--- src/rtl/seg7_scan_ctrl.sv ---
// Scan scheduler for a 4-digit multiplexed 7-segment display. It blanks at the start of
// each slot, hex-decodes the active digit and applies new content only at frame boundaries.
module seg7_scan_ctrl #(
  parameter int DIV   = 100_000,
  parameter int BLANK = 1_000
) (
  input  logic        clk,
  input  logic        rst,
  input  logic [15:0] value,
  input  logic [3:0]  dots,
  input  logic [3:0]  digit_en,
  input  logic        load,
  output logic        load_ack,
  output logic [3:0]  an,
  output logic [6:0]  seg,
  output logic        dp,
  output logic        frame_end
);

  localparam int CW = (DIV > 1) ? $clog2(DIV) : 1;
  localparam logic [CW-1:0] CNT_LAST  = CW'(DIV - 1);
  localparam logic [CW-1:0] CNT_BLANK = CW'(BLANK);

  logic [CW-1:0] cnt_reg, cnt_next;
  logic [1:0]    slot_reg, slot_next;
  logic [15:0]   sh_val_reg, sh_val_next;
  logic [3:0]    sh_dots_reg, sh_dots_next;
  logic [3:0]    sh_en_reg, sh_en_next;

  logic [3:0]    an_reg, an_next;
  logic [6:0]    seg_reg;
  logic          dp_reg;
  logic          load_ack_reg;
  logic          frame_end_reg;

  logic          capture;
  logic          drive_next;
  logic          frame_end_next;
  logic [3:0]    nib [4];

  function automatic logic [6:0] hex7(input logic [3:0] n);
    logic [6:0] s;
    case (n)
      4'h0: s = 7'b1000000;
      4'h1: s = 7'b1111001;
      4'h2: s = 7'b0100100;
      4'h3: s = 7'b0110000;
      4'h4: s = 7'b0011001;
      4'h5: s = 7'b0010010;
      4'h6: s = 7'b0000010;
      4'h7: s = 7'b1111000;
      4'h8: s = 7'b0000000;
      4'h9: s = 7'b0010000;
      4'hA: s = 7'b0001000;
      4'hB: s = 7'b0000011;
      4'hC: s = 7'b1000110;
      4'hD: s = 7'b0100001;
      4'hE: s = 7'b0000110;
      default: s = 7'b0001110;
    endcase
    return s;
  endfunction

  // Everything below is evaluated for the *next* position so registered outputs line up with it.
  always_comb begin
    capture = (slot_reg == 2'd3) && (cnt_reg == CNT_LAST) && load;
    if (cnt_reg == CNT_LAST) begin
      cnt_next  = '0;
      slot_next = slot_reg + 2'd1;
    end else begin
      cnt_next  = cnt_reg + CW'(1);
      slot_next = slot_reg;
    end
    sh_val_next    = capture ? value    : sh_val_reg;
    sh_dots_next   = capture ? dots     : sh_dots_reg;
    sh_en_next     = capture ? digit_en : sh_en_reg;
    drive_next     = (cnt_next >= CNT_BLANK) && sh_en_next[slot_next];
    frame_end_next = (slot_next == 2'd3) && (cnt_next == CNT_LAST);
  end

  genvar gi;
  generate
    for (gi = 0; gi < 4; gi++) begin : g_digit
      assign nib[gi]     = sh_val_next[4*gi +: 4];
      assign an_next[gi] = ~(drive_next && (slot_next == 2'(gi)));
    end
  endgenerate

  always_ff @(posedge clk or negedge rst) begin
    if (!rst) begin
      cnt_reg       <= '0;
      slot_reg      <= 2'd0;
      sh_val_reg    <= 16'h0000;
      sh_dots_reg   <= 4'h0;
      sh_en_reg     <= 4'hF;
      an_reg        <= 4'hF;
      seg_reg       <= 7'h7F;
      dp_reg        <= 1'b1;
      load_ack_reg  <= 1'b0;
      frame_end_reg <= 1'b0;
    end else begin
      cnt_reg       <= cnt_next;
      slot_reg      <= slot_next;
      sh_val_reg    <= sh_val_next;
      sh_dots_reg   <= sh_dots_next;
      sh_en_reg     <= sh_en_next;
      an_reg        <= an_next;
      seg_reg       <= drive_next ? hex7(nib[slot_next]) : 7'h7F;
      dp_reg        <= ~(drive_next && sh_dots_next[slot_next]);
      load_ack_reg  <= capture;
      frame_end_reg <= frame_end_next;
    end
  end

  assign an        = an_reg;
  assign seg       = seg_reg;
  assign dp        = dp_reg;
  assign load_ack  = load_ack_reg;
  assign frame_end = frame_end_reg;

endmodule

--- config.mk ---
export PLATFORM = sky130hd
export DESIGN_NAME = seg7_scan_ctrl
export DESIGN_NICKNAME = d
export VERILOG_FILES = /design/src/rtl/seg7_scan_ctrl.sv
export SDC_FILE = /design/constraint.sdc
export NUM_CORES = 1
export LEC_CHECK = 0
export ABC_AREA = 0
export BUFFER_PORTS_ARGS = -buffer_cell sky130_fd_sc_hd__buf_2
export CAP_MARGIN = 0
export CELL_PAD_IN_SITES_DETAIL_PLACEMENT = 1
export CELL_PAD_IN_SITES_GLOBAL_PLACEMENT = 1
export CORE_ASPECT_RATIO = 0.6
export CORE_MARGIN = 4
export CORE_UTILIZATION = 46
export CTS_CLUSTER_SIZE = 16
export DETAILED_ROUTE_END_ITERATION = 8
export HOLD_SLACK_MARGIN = 0.03
export PLACE_DENSITY_LB_ADDON = 0.12
export SETUP_SLACK_MARGIN = 0.3
export SYNTH_ARGS = -nofsm -noshare
export SYNTH_HDL_FRONTEND = slang
export SYNTH_SLANG_ARGS = --single-unit
--- constraint.sdc ---
create_clock -name clk -period 3.9 [get_ports clk]
set_clock_uncertainty 0.2 [all_clocks]
set_input_delay 0.78 -clock clk [delete_from_list [all_inputs] [get_ports clk]]
set_output_delay 0.78 -clock clk [all_outputs]
set_load 0.005 [all_outputs]
Yosys cells after proc, flatten, opt, wreduce, memory -nomap -nowiden
Memory sizes are Yosys's and may differ from the RTL's.
Index checks and enable logic that the tools add are counted.
- register bits after elaboration: 57
- bits in read-only memories: 112
- memories: 1
- memories (name ; words ; width ; read ports ; clocked after memory_dff ; wr ports ; line ; text):
    (name not given) ; 16 ; 7 ; 1 ; 0 ; 0 ; 43 ; case (n)
- add/subtract/negate cells: 2
- $lt $le $gt $ge: 3
- equality and inequality tests: 6
- mux-type cells: 13
- bitwise gates (word level): 6
- reductions and logical operators: 10
- operators with widths (operator ; count):
    $eq 17x17->1 const B ; 2
    $add 17x1->17 const B ; 1
    $ge 17x10->1 const B ; 1
    $mux 17 ; 1
    $mux 16 ; 1
    $mux 4 ; 4
    $logic_and 1x1->1 ; 9
    $bmux 4 s2 ; 1
    $mux 7 ; 1
    $eq 2x2->1 const B ; 3
    $not 1->1 ; 5
    $bmux 1 s2 ; 2
    $ge 3x3->1 const B ; 1
    $lt 2x3->1 const B ; 1
    $not 2->3 ; 1
    $add 2x1->2 const B ; 1
    $eq 2x1->1 const B ; 1
    $logic_not 2->1 ; 1
    $mux 1 ; 2
    $mux 2 ; 1

Depth between registers and ports, before layout
Gate-level depths: netlist of run 1.
- depth in word-level cells: 9
- gate-level depth with buffers: 14
- depth with buffers taken out: 13

Worst setup path after synthesis of run 1
OpenSTA, ideal clock, no wires.
- path type: register to register
- start: register cnt_reg[6]
- end: register seg_reg[6], in the netlist seg[6]
- library setup time: 88 ps
- data arrival time: 3043 ps
- data required time: 3612 ps
- path slack: 569 ps
- stages on the path, launching flop included: 15
- period minus slack after synthesis: 3331 ps
- cells stage by stage: dfrtp_1 -> buf_6 -> or4b_4 -> nor4_4 -> buf_6 -> mux2i_1 -> inv_1 -> mux2_2 -> mux2i_4 -> inv_2 -> ha_1 -> inv_1 -> nor3_1 -> a21oi_1 -> o221ai_2
- RTL lines (element ; line ; text):
    from (decl) ; 24 ; logic [CW-1:0] cnt_reg, cnt_next;
    from (signal assigned) ; 102 ; cnt_reg <= cnt_next;
    $eq 17x17->1 * ; 67 ; if (cnt_reg == CNT_LAST) begin
    $mux 2 * ; 67 ;
    via slot_next[1] ; 25 ; logic [1:0] slot_reg, slot_next;
    $not 2->3 (implied by the code) ; 108 ; seg_reg <= drive_next ? hex7(nib[slot_next]) : 7'h7F;
    $bmux 4 s2 ; 108 ;
    $mux 4 (implied by the code) (2 in a row) ; 108 ;
    $mem_v2 16x7 ; -- ;
    $mux 7 * ; 108 ;
    to (signal assigned) ; 108 ;
    to (decl) ; 31 ; logic [6:0] seg_reg;
The timed path passes the listed nets; every way through them passes the cells marked *. The select of a mux whose other input is x is not followed.

Worst setup path after layout of run 1
- start: register cnt_reg[6]
- end: register seg_reg[5], in the netlist seg[5]
- longest elaborated chain between the ends: 9
- RTL lines (element ; line ; text):
    $eq 17x17->1 ; 66 ; capture = (slot_reg == 2'd3) && (cnt_reg == CNT_LAST) && load;
    $logic_and 1x1->1 (2 in a row) ; 66 ;
    $mux 16 ; 74 ; sh_val_next = capture ? value : sh_val_reg;
    via sh_val_next[1] ; 26 ; logic [15:0] sh_val_reg, sh_val_next;
    $bmux 4 s2 ; 108 ;
    $mux 4 (implied by the code) (2 in a row) ; 108 ;
    $mem_v2 16x7 ; -- ;
    $mux 7 ; 108 ;
The timed path passes the listed nets, and every way through them passes these cells. The select of a mux whose other input is x is not followed.

==> results of run 1 <==
[cell type report]
class | instances | area (um2) | area share (%)
multi-input combinational | 193 | 1572 | 40.86
timing repair buffer | 59 | 341.6 | 8.881
sequential | 57 | 1448 | 37.64
tap | 84 | 105.1 | 2.733
clock inverter | 2 | 60.06 | 1.561
clock buffer | 14 | 264.0 | 6.864
inverter | 15 | 56.30 | 1.464
[cell families after synthesis]
kind of cell / Yosys count
buffers and inverters: 29
flip-flops: 57
AO/OA/AOI/OAI: 29
adder cells (fa/ha/maj): 7
XOR/XNOR: 18
multiplexers: 47
AND/OR/NAND/NOR: 92
[per-stage QoR]
stage,setup WS (ns),cell area [um2],power (mW),std cells
after global routing,0.2737,3846,1.523,424
after floorplan,0.5692,3132,0.6058,279
final,0.4474,3846,1.477,424
after global placement,0.4705,3410,0.6340,395
after detailed placement,0.3789,3410,0.6348,395
after CTS,0.3243,3737,1.491,411
[worst max path at each step]
stage | endpoint | cells after the start | from
after floorplan | seg[6]$_DFF_PN1_ | 14 | cnt_reg[6]$_DFF_PN0_
after global placement | seg[5]$_DFF_PN1_ | 12 | cnt_reg[6]$_DFF_PN0_
after detailed placement | seg[6]$_DFF_PN1_ | 14 | cnt_reg[0]$_DFF_PN0_
after CTS | seg[5]$_DFF_PN1_ | 14 | cnt_reg[0]$_DFF_PN0_
after global routing | seg[6]$_DFF_PN1_ | 13 | cnt_reg[6]$_DFF_PN0_
final | seg[5]$_DFF_PN1_ | 13 | cnt_reg[6]$_DFF_PN0_
[what timing repair did]
action | 4_1_cts | 5_1_grt
hold buffers | 0 | 0
setup buffers | 0 | 12
gates resized for setup | 1 | 6
setup endpoints to repair | 2 | 6
endpoints found under the hold margin | 0 | 0
pin swaps | 0 | 3
gates cloned | 0 | 1
[tightest hold or removal path, delay by kind of cell, from the launching register on]
family	cells	cell delay, ns
flip-flops	1	0.36
AND/OR/NAND/NOR	2	0.09
[cells in the final DEF, fill, tap and decap left out, types with 4 or more instances in the layout]
| master | count |
|---|---|
| buf_2 | 41 |
| dfrtp_1 | 40 |
| nand2_1 | 30 |
| mux2_2 | 30 |
| nor2_1 | 18 |
| dfstp_2 | 16 |
| buf_4 | 16 |
| xor2_1 | 12 |
| inv_1 | 11 |
| nand3_1 | 9 |
| clkbuf_16 | 9 |
| nor3_1 | 7 |
| mux2i_1 | 7 |
| ha_1 | 7 |
| nand4_1 | 6 |
| and4_1 | 6 |
| a21oi_1 | 6 |
| xnor2_1 | 6 |
| mux4_2 | 6 |
| and2_1 | 5 |
| o221ai_1 | 5 |
| inv_2 | 4 |
[layer usage]
metal,wire (um),vias up
li1,-,1110
met1,4280,1226
met2,3913,65
met3,442,13
met4,113,0
met5,0,-
[power by group]
part	internal, mW	leakage [nW]	total [mW]	switching [mW]
combinational	0.0128	0.904	0.0315	0.0187
clock	0.593	0.157	0.852	0.258
sequential	0.593	0.724	0.593	0
==> out/results.ini, run 1 <==
[sta]
timing.hold.ws_ns=0.2545
tns_ns=0
worst_pin_slew_ns=0.7194
hold_viol_final=0
timing.final.max_slew_violations=0
max_freq_mhz=289.6
fin_crit_sh_pct=88.53
setup_viol=0
layout_min_cycle_time_ns=3.453
slew_headroom_pct=52.04
rsz0062_at_grt=false

[cts]
cts_made_buffers=9
cts.sinks=57
cts_tree=yes
root_buffer=clkbuf_16
cts.htree.levels=3
clock_latency_ns=0.33
clk_pin_slew_worst_paths_ns=0.05
clockBufferDepth=2

[place]
port_buffers=40
dpl.hpwl_mm=6.092
gp_congestion=0.8287

[global_routing]
grt_pass1_wl_mm=13.79
grt_util_met2_pct=32.43
grtUsageTotal_pct=22.26
grt_max_degree=58
grt_pass1_vias=2541
grt-ovfl-total=0
antenna_found_initial=0
met3_usage_pct=7.250
busiest_layer=met2
use_met1_pct=31.76

[layout]
post-route-util_pct=60.49
nets=369
fill_cells=681
drive_above_1_share_pct=41.18
antennaDiodeCount=0
area_delta_synth_final_pct=22.81
largest_reg_flops=17

[outcome]
status=finished clean

[yosys]
synth-edff-count=0
ys_warn_count=0
synthArstFlopShare_pct=100.0
synth_area_um2=3132
synthTopCellsByCount=41 x dfrtp_1, 31 x mux2_2, 30 x nand2_1, 18 x nor2_1, 16 x dfstp_2
yosys.area.top_type_share_pct=32.76
synth.largest_area_cell=dfrtp_1
synthSimpleGateAreaFrac_pct=16.02
synth_area_leaders=dfrtp_1 33%, dfstp_2 13%, mux2_2 11%
synth_mux_area_share_pct=19.18
syn_area_per_cell_um2=11.22
synth_adder_area_share_pct=2.797
synth_seq_cells=57
synthesis.nets=313
yosysMostFrequentCell=dfrtp_1
synth.distinct_cells=47
synth-seq-area-share_pct=46.18
synth-xor-area-share_pct=5.034
synth_top_family_by_area=multiplexers
syn_inst=279
synth-compound-area-share_pct=6.672
synth-main-ff-cell=dfrtp_1

[critical_path]
worstSetupPathType=reg -> reg
path_max_fanout=6
cp.required_ns=3.93
r2r-start=cnt_reg[6]$_DFF_PN0_
start_kind=flop
worstPathCellList=or4b_4 -> nor4_4 -> buf_6 -> nand3_4 -> mux2_4 -> mux2_2 -> mux2i_4 -> inv_2 -> ha_1 -> inv_1 -> nor3_1 -> a21oi_1 -> o221ai_1
crit_arrival_ns=3.48
crit_path_end_kind=flop
max_stage_delay_ns=0.52
r2r-end=seg[5]$_DFF_PN1_
critical-path-top-delay-family=simple AND/OR/NAND/NOR gates
rrSetupSlack_ns=0.45
reg2reg_depth=13
crit_path_top_delay_cell=or4b_4
worstPathBufferInverterCount=3

[die]
dieArea_um2=8236
pin_count=41
num_rows=22
die_h_um=71.92
initial_core_util_pct=49.25
die_x_um=114.5
core_um2=6359

[drt]
dr_total_vias=2414
wire_per_inst_um=20.64
vias_per_cell=5.693
wl_mm=8.750
dr.first_iter.drc_count=157
drcViolationCount=0
firstDrtPassIters=4
antenna_left=0

[hold_path]
whs_path_depth=2
min_to=sh_en_reg[3]$_DFF_PN1_
hp-class=reg -> reg
holdCritStartpoint=sh_en_reg[3]$_DFF_PN1_

[pwr]
vdd.ir_drop.worst_uv=263.2
p_per_area_nw_per_um2=383.9
p_leak_nw=1.786

[flow_run]
maxCapViolations=0

No activity file was read; power rests on OpenSTA's default activity.
==> run 2: changes to the inputs <==
--- a/config.mk
+++ b/config.mk
@@ -16,8 +16,9 @@
 export CTS_CLUSTER_SIZE = 16
 export DETAILED_ROUTE_END_ITERATION = 8
 export HOLD_SLACK_MARGIN = 0.03
-export PLACE_DENSITY_LB_ADDON = 0.12
+export PLACE_DENSITY = 0.79
 export SETUP_SLACK_MARGIN = 0.3
+export SKIP_CTS_REPAIR_TIMING = 1
 export SYNTH_ARGS = -nofsm -noshare
 export SYNTH_HDL_FRONTEND = slang
 export SYNTH_SLANG_ARGS = --single-unit
==> run 2 against run 1 <==
- combinational power up 1%
- sequential share of layout area down 1.4 points
- largest power group unchanged
- clock power up 10%
- hold slack better by 0.012 ns
- power up 5.9%
- via count up 1.1%
- count of clock-buffer cells in the layout down 2
- global-route usage up 0.49 points
- register-to-register slack worse by 0.14 ns
- sequential cell count unchanged
==> out/results.ini, run 2 (synthesized netlist as in run 1, its figures left out) <==
[critical_path]
start_kind=flop
cp.required_ns=3.93
r2r-start=cnt_reg[11]$_DFF_PN0_
reg2reg_depth=12
rrSetupSlack_ns=0.31
crit_path_end_kind=flop
r2r-end=seg[3]$_DFF_PN1_
worstSetupPathType=reg -> reg
path_max_fanout=5
crit_arrival_ns=3.62

[pwr]
p_int_mw=1.265
pwr-share-comb_pct=2.0
clock_power_share_pct=60.0
vdd.ir_drop.worst_uv=291.0
p_per_area_nw_per_um2=391.3
seq_power_share_pct=37.9
total_power_mw=1.563
sw_frac_of_total_pct=19.07
power.switching_mw=0.2981
p_leak_nw=1.815

[cts]
cts.sinks=57
clock_latency_ns=0.34
cts.htree.levels=3
cts_made_buffers=9
clk_pin_slew_worst_paths_ns=0.05
root_buffer=clkbuf_16
cts_tree=yes
clockBufferDepth=2

[layout]
post-route-util_pct=62.83
nets=370
final_cell_mix=40 x dfrtp_1, 40 x buf_2, 30 x nand2_1
antennaDiodeCount=0
largest_reg_flops=17
drive_above_1_share_pct=45.75
area_delta_synth_final_pct=27.57

[sta]
slew_headroom_pct=25.06
tns_ns=0
fin_crit_sh_pct=92.03
rsz0062_at_grt=false
setup_viol=0
layout_min_cycle_time_ns=3.589
timing.final.max_slew_violations=0
worst_pin_slew_ns=1.124
max_freq_mhz=278.6
hold_viol_final=0

[global_routing]
grt-ovfl-total=0
grt_pass1_vias=2588
antenna_found_initial=0
grt_max_degree=50
grtUsageTotal_pct=22.75
grt_pass1_wl_mm=14.23

[drt]
firstDrtPassIters=4
wl_mm=8.986
dr_total_vias=2441
drcViolationCount=0
wire_per_inst_um=21.14
antenna_left=0
dr.first_iter.drc_count=122
vias_per_cell=5.744

[place]
gp_congestion=0.8739
port_buffers=40
dpl.hpwl_mm=6.263

[die]
num_rows=22
initial_core_util_pct=49.25
die_h_um=71.92
core_um2=6359
die_x_um=114.5
dieArea_um2=8236
pin_count=41

[hold_path]
min_to=sh_en_reg[1]$_DFF_PN1_
holdCritStartpoint=sh_en_reg[1]$_DFF_PN1_
whs_path_depth=2
hp-class=reg -> reg

[outcome]
status=finished clean

[flow_run]
maxCapViolations=0

==> run 2: area by class of cell <==
cell class,instances,area (um2)
Fill cell,671,2364
Multi-Input combinational cell,193,1674
Sequential cell,57,1448
Timing Repair Buffer,60,354.1
Clock buffer,12,256.5
Tap cell,84,105.1
Clock inverter,4,98.84
Inverter,15,58.81
==> run 2: power by group through the flow <==
stage	Combinational [mW]	Clock (mW)	Sequential, mW
floorplan	0.00327	0	0.603
global placement	0.0318	0	0.602
detailed placement	0.0324	0	0.602
CTS	0.0327	0.946	0.593
global route	0.0363	0.979	0.592
finish	0.0319	0.938	0.593
==> run 2: metrics by stage <==
stage	setup WS [ns]	hold slack [ns]	instances	area, um2
finish	0.3109	0.2667	425	3995
detailed placement	0.2310	0.2547	397	3425
floorplan	0.5692	0.2345	279	3132
global route	0.1990	0.2859	425	3995
CTS	0.1618	0.2618	413	3780
global placement	0.4393	0.2449	397	3425
==> run 2: layer usage <==
| layer | share of wire [%] | routed length (um) | track usage (%) |
|---|---|---|---|
| met1 | 48 | 4334 | 32.47 |
| met2 | 46 | 4136 | 33.66 |
| met3 | 4.2 | 373 | 6.167 |
| met4 | 1.6 | 141 | 7.510 |
| met5 | 0 | 0 | 0 |
==> run 2: worst max-delay path, stage by stage, from the launching register on <==
cell and delay [ns]:
dfrtp_1 0.41, or4b_4 0.57, nor4_4 0.43, buf_4 0.19, nand3_4 0.12, mux2_4 0.33
mux2_4 0.29, mux2i_4 0.23, inv_2 0.10, buf_4 0.17, ha_2 0.19, nor2_2 0.12
o311ai_2 0.12
==> run 2: worst max-delay path by stage <==
stage                                  end                  start  slack [ns]  cells after the start
final                     seg[3]$_DFF_PN1_  cnt_reg[11]$_DFF_PN0_        0.31                     12
after global routing      seg[3]$_DFF_PN1_  cnt_reg[11]$_DFF_PN0_        0.20                     12
after global placement    seg[5]$_DFF_PN1_   cnt_reg[6]$_DFF_PN0_        0.44                     12
after floorplan           seg[6]$_DFF_PN1_   cnt_reg[6]$_DFF_PN0_        0.57                     14
after detailed placement  seg[6]$_DFF_PN1_   cnt_reg[0]$_DFF_PN0_        0.23                     13
after CTS                 seg[6]$_DFF_PN1_   cnt_reg[0]$_DFF_PN0_        0.16                     13
